<file path="src/rtl/ika87ad_irq_pkg.sv">
// Shared types and helpers for the interrupt flag bank and arbiter.
// Holds the arbiter state enum, default sizes and the code-compare helper.
package ika87ad_irq_pkg;

  localparam int NCH_DEF   = 8;
  localparam int CODEW_DEF = 5;

  typedef enum logic {
    IRQ_IDLE = 1'b0,
    IRQ_HELD = 1'b1
  } irq_state_e;

  // True when code addresses channel idx of a bank starting at base.
  // Codes below base or past the last channel never match.
  function automatic logic code_hit(
    input int unsigned code,
    input int unsigned base,
    input int unsigned idx
  );
    return code == (base + idx);
  endfunction

endpackage

</file>
<file path="src/rtl/ika87ad_irq_chan.sv">
// One interrupt channel: tick-sampled flag, previous sample, in-service bit.
// Ports: clk/rst_n, set_tick, irq, auto_clr, man_clr, isv_set -> flag, inservice.
module ika87ad_irq_chan #(
  parameter bit EDGE = 1'b0
) (
  input  logic clk,
  input  logic rst_n,
  input  logic set_tick,
  input  logic irq,
  input  logic auto_clr,
  input  logic man_clr,
  input  logic isv_set,
  output logic flag,
  output logic inservice
);

  logic prev;
  logic set_hit;

  // Edge channels need a low sample before the next rising sample.
  assign set_hit = set_tick & irq & (~EDGE | ~prev);

  always_ff @(posedge clk or negedge rst_n) begin
    if (!rst_n) begin
      flag      <= 1'b0;
      prev      <= 1'b0;
      inservice <= 1'b0;
    end else begin
      if (set_tick)
        prev <= irq;
      // A set on the same edge as a clear wins so no event is lost.
      if (set_hit)
        flag <= 1'b1;
      else if (auto_clr | man_clr)
        flag <= 1'b0;
      if (isv_set)
        inservice <= 1'b1;
      else if (man_clr)
        inservice <= 1'b0;
    end
  end

endmodule

</file>
<file path="src/rtl/ika87ad_irq_arbiter.sv">
// Interrupt flag bank with fixed-priority arbiter and vector handshake.
// Ports: i_EMUCLK/i_MRST_n, tick strobes, requests, acks -> req, code, flags.
module ika87ad_irq_arbiter
  import ika87ad_irq_pkg::*;
#(
  parameter int                NCH       = NCH_DEF,
  parameter int                CODEW     = CODEW_DEF,
  parameter int unsigned       CODE_BASE = 0,
  parameter logic [NCH-1:0]    EDGE_MASK = '0
) (
  input  logic             i_EMUCLK,
  input  logic             i_MRST_n,
  input  logic             i_SETTICK,
  input  logic             i_RSTTICK,
  input  logic [NCH-1:0]   i_IRQ,
  input  logic [NCH-1:0]   i_ENABLE,
  input  logic [NCH-1:0]   i_MANUAL_MODE,
  input  logic             i_GIE,
  input  logic             i_VEC_ACK,
  input  logic             i_MANUAL_ACK,
  input  logic [CODEW-1:0] i_ACK_CODE,
  output logic             o_IRQ_REQ,
  output logic [CODEW-1:0] o_IRQ_CODE,
  output logic [NCH-1:0]   o_FLAGS,
  output logic [NCH-1:0]   o_INSERVICE
);

  localparam int IW = $clog2(NCH);

  irq_state_e     state;
  logic [IW-1:0]  held_idx;
  logic [IW-1:0]  win;
  logic           any_elig;
  logic [NCH-1:0] blocked;
  logic [NCH-1:0] elig;
  logic [NCH-1:0] auto_clr;
  logic [NCH-1:0] man_clr;
  logic [NCH-1:0] isv_set;
  logic           fetch;
  logic           withdraw;

  assign fetch = (state == IRQ_HELD) & i_VEC_ACK;

  for (genvar k = 0; k < NCH; k++) begin : g_ch
    logic hit;
    assign hit         = fetch & (held_idx == IW'(k));
    assign auto_clr[k] = hit & ~i_MANUAL_MODE[k];
    assign isv_set[k]  = hit & i_MANUAL_MODE[k];
    assign man_clr[k]  = i_RSTTICK & i_MANUAL_ACK &
                         code_hit(32'(i_ACK_CODE), CODE_BASE, k);

    ika87ad_irq_chan #(
      .EDGE (EDGE_MASK[k])
    ) u_chan (
      .clk       (i_EMUCLK),
      .rst_n     (i_MRST_n),
      .set_tick  (i_SETTICK),
      .irq       (i_IRQ[k]),
      .auto_clr  (auto_clr[k]),
      .man_clr   (man_clr[k]),
      .isv_set   (isv_set[k]),
      .flag      (o_FLAGS[k]),
      .inservice (o_INSERVICE[k])
    );
  end

  // A channel in service masks itself and everything of lower priority.
  always_comb begin
    logic run;
    run = 1'b0;
    for (int k = 0; k < NCH; k++) begin
      run        = run | o_INSERVICE[k];
      blocked[k] = run;
    end
  end

  assign elig     = o_FLAGS & i_ENABLE & ~blocked;
  assign any_elig = |elig;

  always_comb begin
    win = '0;
    for (int k = NCH - 1; k >= 0; k--)
      if (elig[k])
        win = IW'(k);
  end

  assign withdraw = ~i_GIE | ~o_FLAGS[held_idx] | ~i_ENABLE[held_idx];

  always_ff @(posedge i_EMUCLK or negedge i_MRST_n) begin
    if (!i_MRST_n) begin
      state      <= IRQ_IDLE;
      held_idx   <= '0;
      o_IRQ_REQ  <= 1'b0;
      o_IRQ_CODE <= '0;
    end else begin
      unique case (state)
        IRQ_IDLE: begin
          if (i_GIE & any_elig) begin
            held_idx   <= win;
            o_IRQ_CODE <= CODEW'(CODE_BASE + 32'(win));
            o_IRQ_REQ  <= 1'b1;
            state      <= IRQ_HELD;
          end
        end
        IRQ_HELD: begin
          // The ack is honoured even when a withdraw coincides.
          if (i_VEC_ACK | withdraw) begin
            o_IRQ_REQ <= 1'b0;
            state     <= IRQ_IDLE;
          end
        end
        default: begin
          o_IRQ_REQ <= 1'b0;
          state     <= IRQ_IDLE;
        end
      endcase
    end
  end

endmodule

</file>
<file path="config.mk">
export PLATFORM = sky130hd
export DESIGN_NAME = ika87ad_irq_arbiter
export DESIGN_NICKNAME = d
export VERILOG_FILES = /design/src/rtl/ika87ad_irq_pkg.sv /design/src/rtl/ika87ad_irq_chan.sv /design/src/rtl/ika87ad_irq_arbiter.sv
export SDC_FILE = /design/constraint.sdc
export NUM_CORES = 1
export LEC_CHECK = 0
export BUFFER_PORTS_ARGS = -buffer_cell sky130_fd_sc_hd__buf_2
export CORE_ASPECT_RATIO = 1.4
export CORE_MARGIN = 1.5
export CORE_UTILIZATION = 24
export CTS_BUF_LIST = sky130_fd_sc_hd__clkbuf_2
export DETAILED_ROUTE_END_ITERATION = 8
export PLACE_DENSITY = 0.57
export SLEW_MARGIN = 20
export SYNTH_ARGS = -nofsm -noshare
export SYNTH_HDL_FRONTEND = slang
export SYNTH_SLANG_ARGS = --single-unit
</file>
<file path="constraint.sdc">
create_clock -name i_EMUCLK -period 2.4 [get_ports i_EMUCLK]
set_input_delay 0.48 -clock i_EMUCLK [delete_from_list [all_inputs] [get_ports i_EMUCLK]]
set_output_delay 0.48 -clock i_EMUCLK [all_outputs]
set_load 0.03 [all_outputs]
</file>
# Yosys cells after proc, flatten, opt, wreduce, memory -nomap -nowiden
# Cells that the tools add are included.
[totals] reg_bits=21 inputBits=36 out_inout_bits=22 wordCells=183
[op_classes] order_cmp=1 n_eq_ne=16 muxes=50 bitwise=76 reduce_logical=21
[ops] cell="$and 1x1->1" count=43
[ops] cell="$mux 1" count=38
[ops] cell="$reduce_bool 2->1" count=16
[ops] cell="$mux 3" count=8
[ops] cell="$eq 5x3->1 const B" count=4
[ops] cell="$or 1x1->1" count=18
[ops] cell="$and 8x8->8" count=2
[ops] cell="$eq 3x3->1 const B" count=4
[ops] cell="$not 1->1" count=12
[ops] cell="$eq 5x2->1 const B" count=2
[ops] cell="$not 8->8" count=1
[ops] cell="$reduce_or 8->1" count=1
[ops] cell="$bmux 1 s3" count=2
[ops] cell="$eq 3x2->1 const B" count=2
[ops] cell="$eq 5x1->1 const B" count=1
[ops] cell="$logic_not 5->1" count=1
[ops] cell="$lt 3x4->1 const B" count=1
[ops] cell="$pmux 1 s2" count=2
[ops] cell="$reduce_and 2->1" count=2
[ops] cell="$eq 3x1->1 const B" count=1
[ops] cell="$logic_not 3->1" count=1
[ops] cell="$ne 2x1->1 const B" count=1
[ops] cell="$ne 2x2->1 const B" count=1

# Logic depth before layout (Yosys ltp)
[depth] depth_word=17 mapped_depth=6 ltp_nobuf=5

# Modules after synthesis
# From an unflattened synthesis, not the netlist that was laid out.
[hier_totals] cells_unflattened=152 hier_area_um2=1275.0
[modules_own_cells] module="ika87ad_irq_arbiter" instances=1 cells_each=104 area_each_um2=684.4 seq_area_each_um2=125.1
[modules_own_cells] module="ika87ad_irq_chan" instances=8 cells_each=6 area_each_um2=73.8 seq_area_each_um2=50.0

# Least setup slack after synthesis
# No wires, ideal clock.
[synth_path] path_kind="reg2reg" startpoint="register g_ch[0].u_chan.inservice" endpoint="register held_idx[0]" setup_ns=0.125 t_arrival_ns=1.736 required_time_ns=2.275 path_slack_ns=0.539 path_stages_with_launch=6 n_path_buf=0 period_less_slack_ns=1.861 path_cell_list="dfrtp_1 or4_4 o22ai_1 o21ai_1 nand2_1 mux2_2"
[synth_between] elab_chain_len=17 word_cells_on_any_way=20 classes_between="mux: 8; bitwise: 10; reduce/logical: 2"
[synth_rtl] element="start, declared" line="ika87ad_irq_chan.sv:14" source="output logic inservice"
[synth_rtl] element="start signal, assigned" line="ika87ad_irq_chan.sv:27" source="inservice <= 1'b0;"
[synth_rtl] element="start signal, assigned" line="ika87ad_irq_chan.sv:37" source="inservice <= 1'b1;"
[synth_rtl] element="start signal, assigned" line="ika87ad_irq_chan.sv:39" source="inservice <= 1'b0;"
[synth_rtl] element="$or 1x1->1 (7 in a row)" line="ika87ad_irq_arbiter.sv:72" source="run = run | o_INSERVICE[k];"
[synth_rtl] element="$not 8->8 (*)" line="ika87ad_irq_arbiter.sv:77" source="assign elig = o_FLAGS & i_ENABLE & ~blocked;"
[synth_rtl] element="$and 8x8->8 (*)" line="ika87ad_irq_arbiter.sv:77"
[synth_rtl] element="$mux 3 (8 in a row)" line="ika87ad_irq_arbiter.sv:83" source="if (elig[k])"
[synth_rtl] element="end signal, assigned" line="ika87ad_irq_arbiter.sv:99" source="held_idx <= win;"
[synth_rtl] element="end, declared" line="ika87ad_irq_arbiter.sv:31" source="logic [IW-1:0] held_idx;"
# Every way passes the cells marked *; elsewhere a longest branch is shown, timed or not.
# A chain may end at the register's enable or synchronous reset.

# Worst setup path after layout
# Same ends and word-level chain as after synthesis.

==> flow_summary.json <==
{
  "worst-r2r-setup-slack_ns": 0.36,
  "clockRootBuffer": "clkbuf_2",
  "power.switching_mw": 0.768,
  "critPathCapture": "held_idx[0]",
  "finalPower_mw": 1.59,
  "via_per_inst": 5.00,
  "fin_ws_ns": 0.362,
  "synth-async-reset-ratio": 1.00,
  "cts-buffers-inserted": 3,
  "setup_tns_final_ns": 0,
  "number_of_iterations_in_the_first_detailed_routing_pass": 4,
  "dr.first_iter.drc_count": 96,
  "hold_buffers": 0,
  "clk_transition_reported_paths_ns": 0.23,
  "final_common_cell": "buf_2",
  "global_route.usage.total": 0.135,
  "critPathRequiredTime_ns": 2.65,
  "layout.filler_cells": 613,
  "netlist_instances": 151,
  "swShare": 0.483,
  "coreArea_um2": 5570,
  "cts_tree": "built",
  "crit_path_start": "g_ch[0].u_chan.inservice",
  "start_util": 0.250,
  "cts.repair_timing.setup_buffer_count": 0,
  "antenna_found_initial": 0,
  "timing.max_cap.violations": 0,
  "max_clock_freq_mhz": 491,
  "power.internal_mw": 0.823,
  "die_width_um": 67.3,
  "post_cts_gate_resize_count": 0,
  "layout_min_cycle_time_ns": 2.04,
  "relSlewSlack": 0.556,
  "pin_count_of_the_biggest_net_entering_global_routing": 22,
  "die_y_um": 93.1,
  "yosysWarningCount": 0,
  "hp-class": "input pin to asynchronous set/reset pin",
  "power_density_nw_per_um2": 976,
  "netlist-cell-type-count": 39,
  "timing.setup.critical_path_class": "flop to flop",
  "num_vias": 1294,
  "critical_path.max_fanout": 7,
  "cp-end-kind": "flop",
  "antennaDiodeCount": 0,
  "power_frac_clock": 0.097,
  "post_drt_wl_per_cell_um": 15.3,
  "io_pins": 58,
  "static-leakage-power_nw": 0.721,
  "register_bit_count_reported_by_yosys": 21,
  "post-route-period-util": 0.849,
  "clock_path_buffers": 2,
  "grt_overflow": 0,
  "detail_route.wirelength_um": 3970,
  "design.die.area_um2": 6260,
  "cpMaxStageDelayCell": "or4_4",
  "ant_nets": 0,
  "post_route_cells_drive_above_1_share": 0.366,
  "dp.final_hpwl_um": 3220,
  "final_cell_count_no_fill": 259,
  "r2r.worst_path.cells": 5,
  "power.share.sequential": 0.391,
  "first_global_vias": 1309,
  "insertion_delay_ns": 0.33,
  "yosys_most_used_dff": "dfrtp_1",
  "max-vdd-ir-drop_mv": 0.278,
  "area_growth_pct": 17.3,
  "maxSlewViolCount": 0,
  "finalHoldViolCount": 0,
  "port_buffers": 55,
  "gpl_congestion": 0.808,
  "syn-cell-area_um2": 1390,
  "placedInstanceArea_um2": 1610,
  "grt_pass1_wl_um": 6400,
  "signal_arrival_time_at_the_worst_endpoint_ns": 2.29,
  "seq_area_frac_synth": 0.378,
  "synth_enable_flop_cells": 0,
  "unrepaired_setup_endpoints_after_global_routing": "false",
  "finalHoldWorstSlack_ns": 0.0599,
  "rr_startpoint": "g_ch[0].u_chan.inservice",
  "std_cell_rows": 32,
  "synth_area_per_cell_um2": 9.21,
  "post_place_setup_slack_ns": 0.420,
  "finish.net_count": 228,
  "finalInstanceArea_um2": 1630,
  "comb_power_share": 0.512,
  "remaining_drc_errors": 0,
  "mostFrequentLayoutCells": "55 x buf_2, 30 x nand2_1, 21 x dfrtp_1",
  "worstSetupStartpointType": "flop",
  "dp.cells": 255,
  "cts_max_level": 1,
  "crit-reg2reg-capture": "held_idx[0]",
  "cts.sinks": 21,
  "finalCoreUtilization": 0.293,
  "timing.final.setup_violations": 0,
  "critical-path-max-stage-delay_ns": 0.60,
  "status": "complete, no violations",
  "ff_latch_area_um2": 526,
  "worstPathCellList": "or4_4, o22ai_1, o21ai_1, nand2_1, mux2_2",
  "transition_time_of_the_tightest_slew_check_pin_ns": 0.657,
  "timing.clock.skew_ns": 0.0139,
  "multiInputGateArea_um2": 717
}
==> cell type report <==
cell class                      count  area share
Timing Repair Buffer               55       0.169
Tap cell                           68      0.0522
Clock buffer                        3     0.00921
Inverter                            2     0.00460
Multi-Input combinational cell    109       0.440
Clock inverter                      1     0.00307
Sequential cell                    21       0.322
==> how the worst min path moves through the flow <==
stage	end	slack, ns	start
after floorplan	g_ch[0].u_chan.flag	0.18	i_MRST_n
final	held_idx[1]	0.06	i_MRST_n
after CTS	held_idx[1]	0.06	i_MRST_n
after detailed placement	g_ch[5].u_chan.inservice	0.47	i_MRST_n
after global placement	g_ch[4].u_chan.flag	0.48	i_MRST_n
after global routing	held_idx[1]	0.08	i_MRST_n
==> state kept, by name, summed over array words and instances (netlist names) <==
register	count
g_ch.u_chan.flag	8
g_ch.u_chan.inservice	8
held_idx	3
o_IRQ_REQ	1
state	1
==> cells in the mapped netlist (2+ instances only) <==
master,instances,area [um2]
nand2_1,30,113
dfrtp_1,21,526
buf_4,18,135
nor2_1,13,48.8
a22o_1,7,61.3
o311ai_0,6,52.6
nand3_1,5,25.0
mux2i_1,4,40.0
nand3b_1,3,22.5
o22ai_1,3,18.8
or3_1,3,18.8
a21o_1,2,15.0
a21oi_1,2,10.0
a21oi_2,2,17.5
a31oi_1,2,12.5
a32o_1,2,20.0
inv_1,2,7.51
mux4_2,2,45.0
nand2b_1,2,12.5
nor2b_1,2,12.5
or2_1,2,12.5
==> critical path, delay by kind of cell, from the launching register on <==
| kind | cells | cell delay [ns] |
|---|---|---|
| and+or+nand+nor | 2 | 0.73 |
| DFF | 1 | 0.48 |
| AOI/OAI and AO/OA | 2 | 0.40 |
| muxes | 1 | 0.35 |
==> per-layer routing <==
| metal | vias to the layer above | share of wire | GRT usage |
|---|---|---|---|
| met5 | - | 0 | 0 |
| met4 | 0 | 0.015 | 0.0527 |
| met3 | 4 | 0.072 | 0.0253 |
| met2 | 60 | 0.50 | 0.226 |
| met1 | 617 | 0.41 | 0.167 |
| li1 | 613 | - | - |
==> power groups by stage <==
stage                     registers, mW  clock network, mW  logic [mW]
after CTS                         0.621              0.162       0.821
after floorplan                   0.629                  0       0.661
after detailed placement          0.629                  0       0.817
after global placement            0.628                  0       0.816
final                             0.623              0.154       0.814
after global routing              0.647              0.171       0.878
==> cells by family (layout without fill, tap and decap cells) <==
group,count (synthesis),in the layout,synth area share
simple gates,66,66,0.239
compound gates,33,33,0.192
buf+inv,22,61,0.109
flops,21,21,0.378
mux,8,8,0.0801
other cells,1,2,0.00270
(Power assumes the default switching activity.)
